**src/rtl/priv_1_7_csr_host_master.sv**
```systemverilog
// External-host initiator for the machine-mode CSR file: takes one command at a time,
// freezes the pipeline, owns the shared CSR port for a single cycle and returns old data.
module priv_1_7_csr_host_master #(
  parameter int MAX_WAIT = 16
) (
  input  logic        CLK,
  input  logic        nRST,
  input  logic        req_valid,
  output logic        req_ready,
  input  logic [1:0]  req_op,
  input  logic [11:0] req_addr,
  input  logic [31:0] req_wdata,
  output logic        rsp_valid,
  input  logic        rsp_ready,
  output logic [31:0] rsp_rdata,
  output logic [1:0]  rsp_err,
  output logic        host_stall_req,
  input  logic        pipe_stalled,
  output logic        host_grant,
  output logic [11:0] csr_addr,
  output logic        csr_swap,
  output logic        csr_set,
  output logic        csr_clr,
  output logic [31:0] csr_wdata,
  input  logic [31:0] csr_rdata,
  input  logic        csr_invalid
);

  typedef enum logic [1:0] {
    IDLE   = 2'b00,
    WAIT   = 2'b01,
    ACCESS = 2'b10,
    RESP   = 2'b11
  } state_t;

  localparam logic [1:0] OP_READ  = 2'b00;
  localparam logic [1:0] OP_SWAP  = 2'b01;
  localparam logic [1:0] OP_SET   = 2'b10;
  localparam logic [1:0] OP_CLEAR = 2'b11;

  localparam logic [1:0] ERR_OK      = 2'b00;
  localparam logic [1:0] ERR_INVALID = 2'b01;
  localparam logic [1:0] ERR_TIMEOUT = 2'b10;
  localparam logic [1:0] ERR_RO      = 2'b11;

  localparam logic [7:0] LAST_WAIT = 8'(MAX_WAIT - 1);

  state_t      state_r, state_s;
  logic [1:0]  op_r;
  logic [11:0] addr_r;
  logic [31:0] wdata_r;
  logic [7:0]  wait_cnt_r;

  logic        req_ready_r, rsp_valid_r, stall_r, grant_r;
  logic        swap_r, set_r, clr_r;
  logic [11:0] csr_addr_r;
  logic [31:0] csr_wdata_r, rsp_rdata_r;
  logic [1:0]  rsp_err_r;

  logic        accept_s, ro_reject_s, access_s;
  logic        swap_s, set_s, clr_s;
  logic [11:0] csr_addr_s;
  logic [31:0] csr_wdata_s;

  // Next-state decode and next-cycle port values for the registered outputs.
  always_comb begin
    state_s     = state_r;
    accept_s    = (state_r == IDLE) && req_valid;
    ro_reject_s = (req_addr[11:10] == 2'b11) && (req_op != OP_READ);
    case (state_r)
      IDLE: begin
        if (accept_s) begin
          if (ro_reject_s) begin
            state_s = RESP;
          end else begin
            state_s = WAIT;
          end
        end else begin
          state_s = IDLE;
        end
      end
      WAIT: begin
        if (pipe_stalled) begin
          state_s = ACCESS;
        end else if (wait_cnt_r == LAST_WAIT) begin
          state_s = RESP;
        end else begin
          state_s = WAIT;
        end
      end
      ACCESS: state_s = RESP;
      RESP: begin
        if (rsp_ready) begin
          state_s = IDLE;
        end else begin
          state_s = RESP;
        end
      end
      default: state_s = IDLE;
    endcase

    // A read is issued as a set with zero mask so the file still judges the address.
    access_s    = (state_s == ACCESS);
    swap_s      = access_s && (op_r == OP_SWAP);
    set_s       = access_s && ((op_r == OP_SET) || (op_r == OP_READ));
    clr_s       = access_s && (op_r == OP_CLEAR);
    if (access_s) begin
      csr_addr_s = addr_r;
    end else begin
      csr_addr_s = 12'h000;
    end
    if (access_s && (op_r != OP_READ)) begin
      csr_wdata_s = wdata_r;
    end else begin
      csr_wdata_s = 32'h0000_0000;
    end
  end

  // State, command latch, wait counter, response and registered port drivers.
  always_ff @(posedge CLK or negedge nRST) begin
    if (!nRST) begin
      state_r     <= IDLE;
      op_r        <= 2'b00;
      addr_r      <= 12'h000;
      wdata_r     <= 32'h0000_0000;
      wait_cnt_r  <= 8'd0;
      req_ready_r <= 1'b1;
      rsp_valid_r <= 1'b0;
      rsp_rdata_r <= 32'h0000_0000;
      rsp_err_r   <= ERR_OK;
      stall_r     <= 1'b0;
      grant_r     <= 1'b0;
      swap_r      <= 1'b0;
      set_r       <= 1'b0;
      clr_r       <= 1'b0;
      csr_addr_r  <= 12'h000;
      csr_wdata_r <= 32'h0000_0000;
    end else begin
      state_r <= state_s;
      if (accept_s) begin
        op_r    <= req_op;
        addr_r  <= req_addr;
        wdata_r <= req_wdata;
      end
      if (state_r == IDLE) begin
        wait_cnt_r <= 8'd0;
      end else if ((state_r == WAIT) && !pipe_stalled && (wait_cnt_r != 8'hFF)) begin
        wait_cnt_r <= wait_cnt_r + 8'd1;
      end
      if ((state_r == IDLE) && (state_s == RESP)) begin
        rsp_rdata_r <= 32'h0000_0000;
        rsp_err_r   <= ERR_RO;
      end else if ((state_r == WAIT) && (state_s == RESP)) begin
        rsp_rdata_r <= 32'h0000_0000;
        rsp_err_r   <= ERR_TIMEOUT;
      end else if (state_r == ACCESS) begin
        rsp_rdata_r <= csr_invalid ? 32'h0000_0000 : csr_rdata;
        rsp_err_r   <= csr_invalid ? ERR_INVALID : ERR_OK;
      end
      req_ready_r <= (state_s == IDLE);
      rsp_valid_r <= (state_s == RESP);
      stall_r     <= (state_s == WAIT) || (state_s == ACCESS);
      grant_r     <= access_s;
      swap_r      <= swap_s;
      set_r       <= set_s;
      clr_r       <= clr_s;
      csr_addr_r  <= csr_addr_s;
      csr_wdata_r <= csr_wdata_s;
    end
  end

  assign req_ready      = req_ready_r;
  assign rsp_valid      = rsp_valid_r;
  assign rsp_rdata      = rsp_rdata_r;
  assign rsp_err        = rsp_err_r;
  assign host_stall_req = stall_r;
  assign host_grant     = grant_r;
  assign csr_addr       = csr_addr_r;
  assign csr_swap       = swap_r;
  assign csr_set        = set_r;
  assign csr_clr        = clr_r;
  assign csr_wdata      = csr_wdata_r;

endmodule

```
**config.mk**
```make
export PLATFORM = sky130hd
export DESIGN_NAME = priv_1_7_csr_host_master
export DESIGN_NICKNAME = d
export VERILOG_FILES = /design/src/rtl/priv_1_7_csr_host_master.sv
export SDC_FILE = /design/constraint.sdc
export NUM_CORES = 1
export LEC_CHECK = 0
export ABC_CLOCK_PERIOD_IN_PS = 2410
export BUFFER_PORTS_ARGS = -buffer_cell sky130_fd_sc_hd__buf_2
export CAP_MARGIN = 20
export CORE_MARGIN = 5
export CORE_UTILIZATION = 44
export CTS_BUF_LIST = sky130_fd_sc_hd__clkbuf_8
export CTS_CLUSTER_SIZE = 30
export DETAILED_ROUTE_END_ITERATION = 12
export GPL_TIMING_DRIVEN = 0
export PLACE_DENSITY = 0.68
export SETUP_SLACK_MARGIN = 0.05
export SLEW_MARGIN = 20
export SYNTH_ARGS = -nofsm -noshare
export SYNTH_HDL_FRONTEND = slang
export SYNTH_SLANG_ARGS = --single-unit
```
**constraint.sdc**
```tcl
create_clock -name CLK -period 2.41 [get_ports CLK]
set_input_delay 0.1205 -clock CLK [delete_from_list [all_inputs] [get_ports CLK]]
set_output_delay 0.1205 -clock CLK [all_outputs]
set_load 0.02 [all_outputs]
```
==> results.yml <==
status:
  outcome: "completed"
floorplan:
  die_width_um: 119
  dieArea_um2: 14000
  row_count: 39
  ios: 169
  chipHeight_um: 119
  coreArea_um2: 11500
  initial_core_util: 0.452
synth:
  ys.flop_type: "dfrtp_1"
  syn-cell-area_um2: 5180
  syn-instance-count: 354
  mappedNetlistNets: 442
  synth_common_cells: "dfrtp_1, and2_1, mux2_2, a22o_1, nor2_1"
  synth_largest_area_cell: "dfrtp_1"
  synth_seq_cells: 141
  yosysWarnings: 0
  synth_area_leaders: "dfrtp_1, mux2_2, a22o_1"
  synth_area_per_cell_um2: 14.6
  synth-edff-count: 0
  synth_most_common_cell: "dfrtp_1"
  synth_top_area_frac: 0.676
  ys_seq_area_frac: 0.681
  synth_cell_types: 37
  async_flop_share: 1.00
route:
  via_per_inst: 4.86
  vias: 3791
  drt-initial-drc-count: 214
  ant_nets: 0
  avgRoutedWirePerCell_um: 16.2
  drt_wl_total_mm: 12.7
  drc: 0
  firstDrtPassIters: 4
global_routing:
  grt_pass1_wl_mm: 20.7
  grt_max_degree: 89
  grt_usage: 0.185
  antenna_found_initial: 0
  grt_overflow_total: 0
  grt_pass1_vias: 3981
timing:
  fin_crit_ns: 2.31
  finalSetupViolations: 0
  rsz0062_at_grt: "yes"
  max_freq_mhz: 432
  slew-limit-headroom: 0.724
  hold_viol_final: 0
  slew_violations: 0
  fin_ws_ns: 0.0975
  tightest_slew_ns: 0.414
  fin_crit_sh: 0.960
  finClkSkew_ns: 0.0127
clocking:
  root_buffer: "clkbuf_8"
  cts.sinks: 141
  htreeDepth: 4
  clk_latency_ns: 0.44
  clockBufferDepth: 2
  cts.clk_slew.worst_paths_ns: 0.07
  tritoncts: "yes"
  cts_buffers: 17
placement:
  globalplace.congestion: 0.773
  port-buffer-count: 168
  place_area_um2: 6240
  place_ws_ns: -0.226
  hpwl_mm: 8.27
  dp_cells: 666
final_layout:
  fin_nets: 713
  antenna_cells: 0
  final_layout_size_suffix_gt1_frac: 0.438
  stdcell_count: 780
  final_cell_area_um2: 7490
  area_delta_synth_final_pct: 44.7
setup_path:
  required_ns: 2.73
  worstSetupPathType: "reg2reg"
  path_max_fanout: 10
  arrival_ns: 2.63
  endpoint_kind: "flop"
  critPathLaunchType: "flop"
pwr:
  leakagePower_nw: 3.84
  ir_worst_vdd_mv: 0.885
  power_density_nw_per_um2: 1190
job:
  drv_cap: 0
hold_path:
  hold_path_class: "in2reg"
==> logic make-up after synthesis <==
group	count (synthesis)	share of synthesized area
compound gates	58	0.0908
mux	46	0.100
flops	141	0.681
buf+inv	26	0.0290
simple gates	79	0.0891
fa+ha+maj	4	0.00966
==> repair_timing <==
item / 4_1_cts / 5_1_grt
hold buffers: 78 / 0
setup endpoints to repair: 70 / 62
hold endpoints to repair: 130 / 0
pin swaps: 0 / 1
buffers inserted: 0 / 5
resized for setup: 11 / 15
==> area by class of cell <==
cell class / count / area [um2]
plain buffers: 19 / 139
clock buffers: 18 / 248
clock inverters: 13 / 101
fillers: 847 / 3970
inverters: 7 / 26.3
multi-input cells: 187 / 1580
flip-flops and latches: 141 / 3530
well taps: 143 / 179
repair buffers: 252 / 1700
==> layout by cell type, fill, tap and decap left out, types with 2 or more instances in the layout <==
master,count
inv_1,9
ha_4,3
dlygate4sd3_1,78
mux2_2,43
and2_1,45
a21oi_1,5
or3_1,2
clkbuf_8,18
buf_4,8
nand3_1,4
o211ai_1,3
nand2_1,4
clkinv_4,2
buf_2,175
mux2_1,3
o21ai_0,6
dfrtp_1,140
buf_6,6
a22o_1,33
nor3_1,2
nor2_1,10
o31ai_1,3
clkinv_2,6
==> where the power goes <==
group          leakage [nW]  switching, W  internal [W]
Clock                 0.191      0.000861      0.000822
Sequential             1.83      0.000447       0.00335
Combinational          1.83       0.00190       0.00151
==> through the flow <==
stage / setup TNS (ns) / util / hold slack [ns] / total power (W)
after floorplan: 0 / - / -0.175 / 0.00583
after global placement: -93.39 / 0.541 / 0.339 / 0.00685
after detailed placement: -9.49 / 0.544 / 0.0615 / 0.00698
after CTS: 0 / 0.646 / 0.0133 / 0.00887
after global routing: -0.0193 / 0.654 / 0.0138 / 0.00946
final: 0 / 0.654 / 0.0498 / 0.00890
==> worst max-delay path, stage by stage, from the launching register on <==
cell	delay (ns)
dfrtp_1	0.42
or3_4	0.42
nor3_4	0.12
o31ai_2	0.09
a21oi_2	0.29
ha_4	0.21
nand2b_1	0.07
a21boi_2	0.19
buf_4	0.19
a22o_1	0.20
==> routing by layer <==
metal	wire [um]	track usage	vias up
li1	-	-	1774
met1	5150	0.226	1851
met2	6310	0.299	150
met3	1020	0.0769	16
met4	178	0.0645	0
met5	0	0	-
==> final timing paths <==
path	start	end	slack [ns]	cells after the start
min	csr_rdata[29]	rsp_rdata[29]	0.05	3
max reg2reg	wait_cnt_r[5]	rsp_rdata[13]	0.1	9
max	wait_cnt_r[5]	rsp_rdata[13]	0.1	9
min in group asynchronous	nRST	csr_wdata[9]	0.19	2
min reg2reg	wdata_r[21]	csr_wdata[21]	0.47	1
max in group asynchronous	nRST	wait_cnt_r[3]	1.48	3
==> flip-flops by register name, indices dropped and copies added, names as in the netlist <==
signal	count
host_grant	1
csr_set	1
csr_swap	1
wait_cnt_r	8
rsp_valid	1
csr_wdata	32
state_r	2
wdata_r	32
req_ready	1
host_stall_req	1
csr_clr	1
rsp_rdata	32
addr_r	12
csr_addr	12
op_r	2
rsp_err	2
Power figures use the tool's default switching activity.
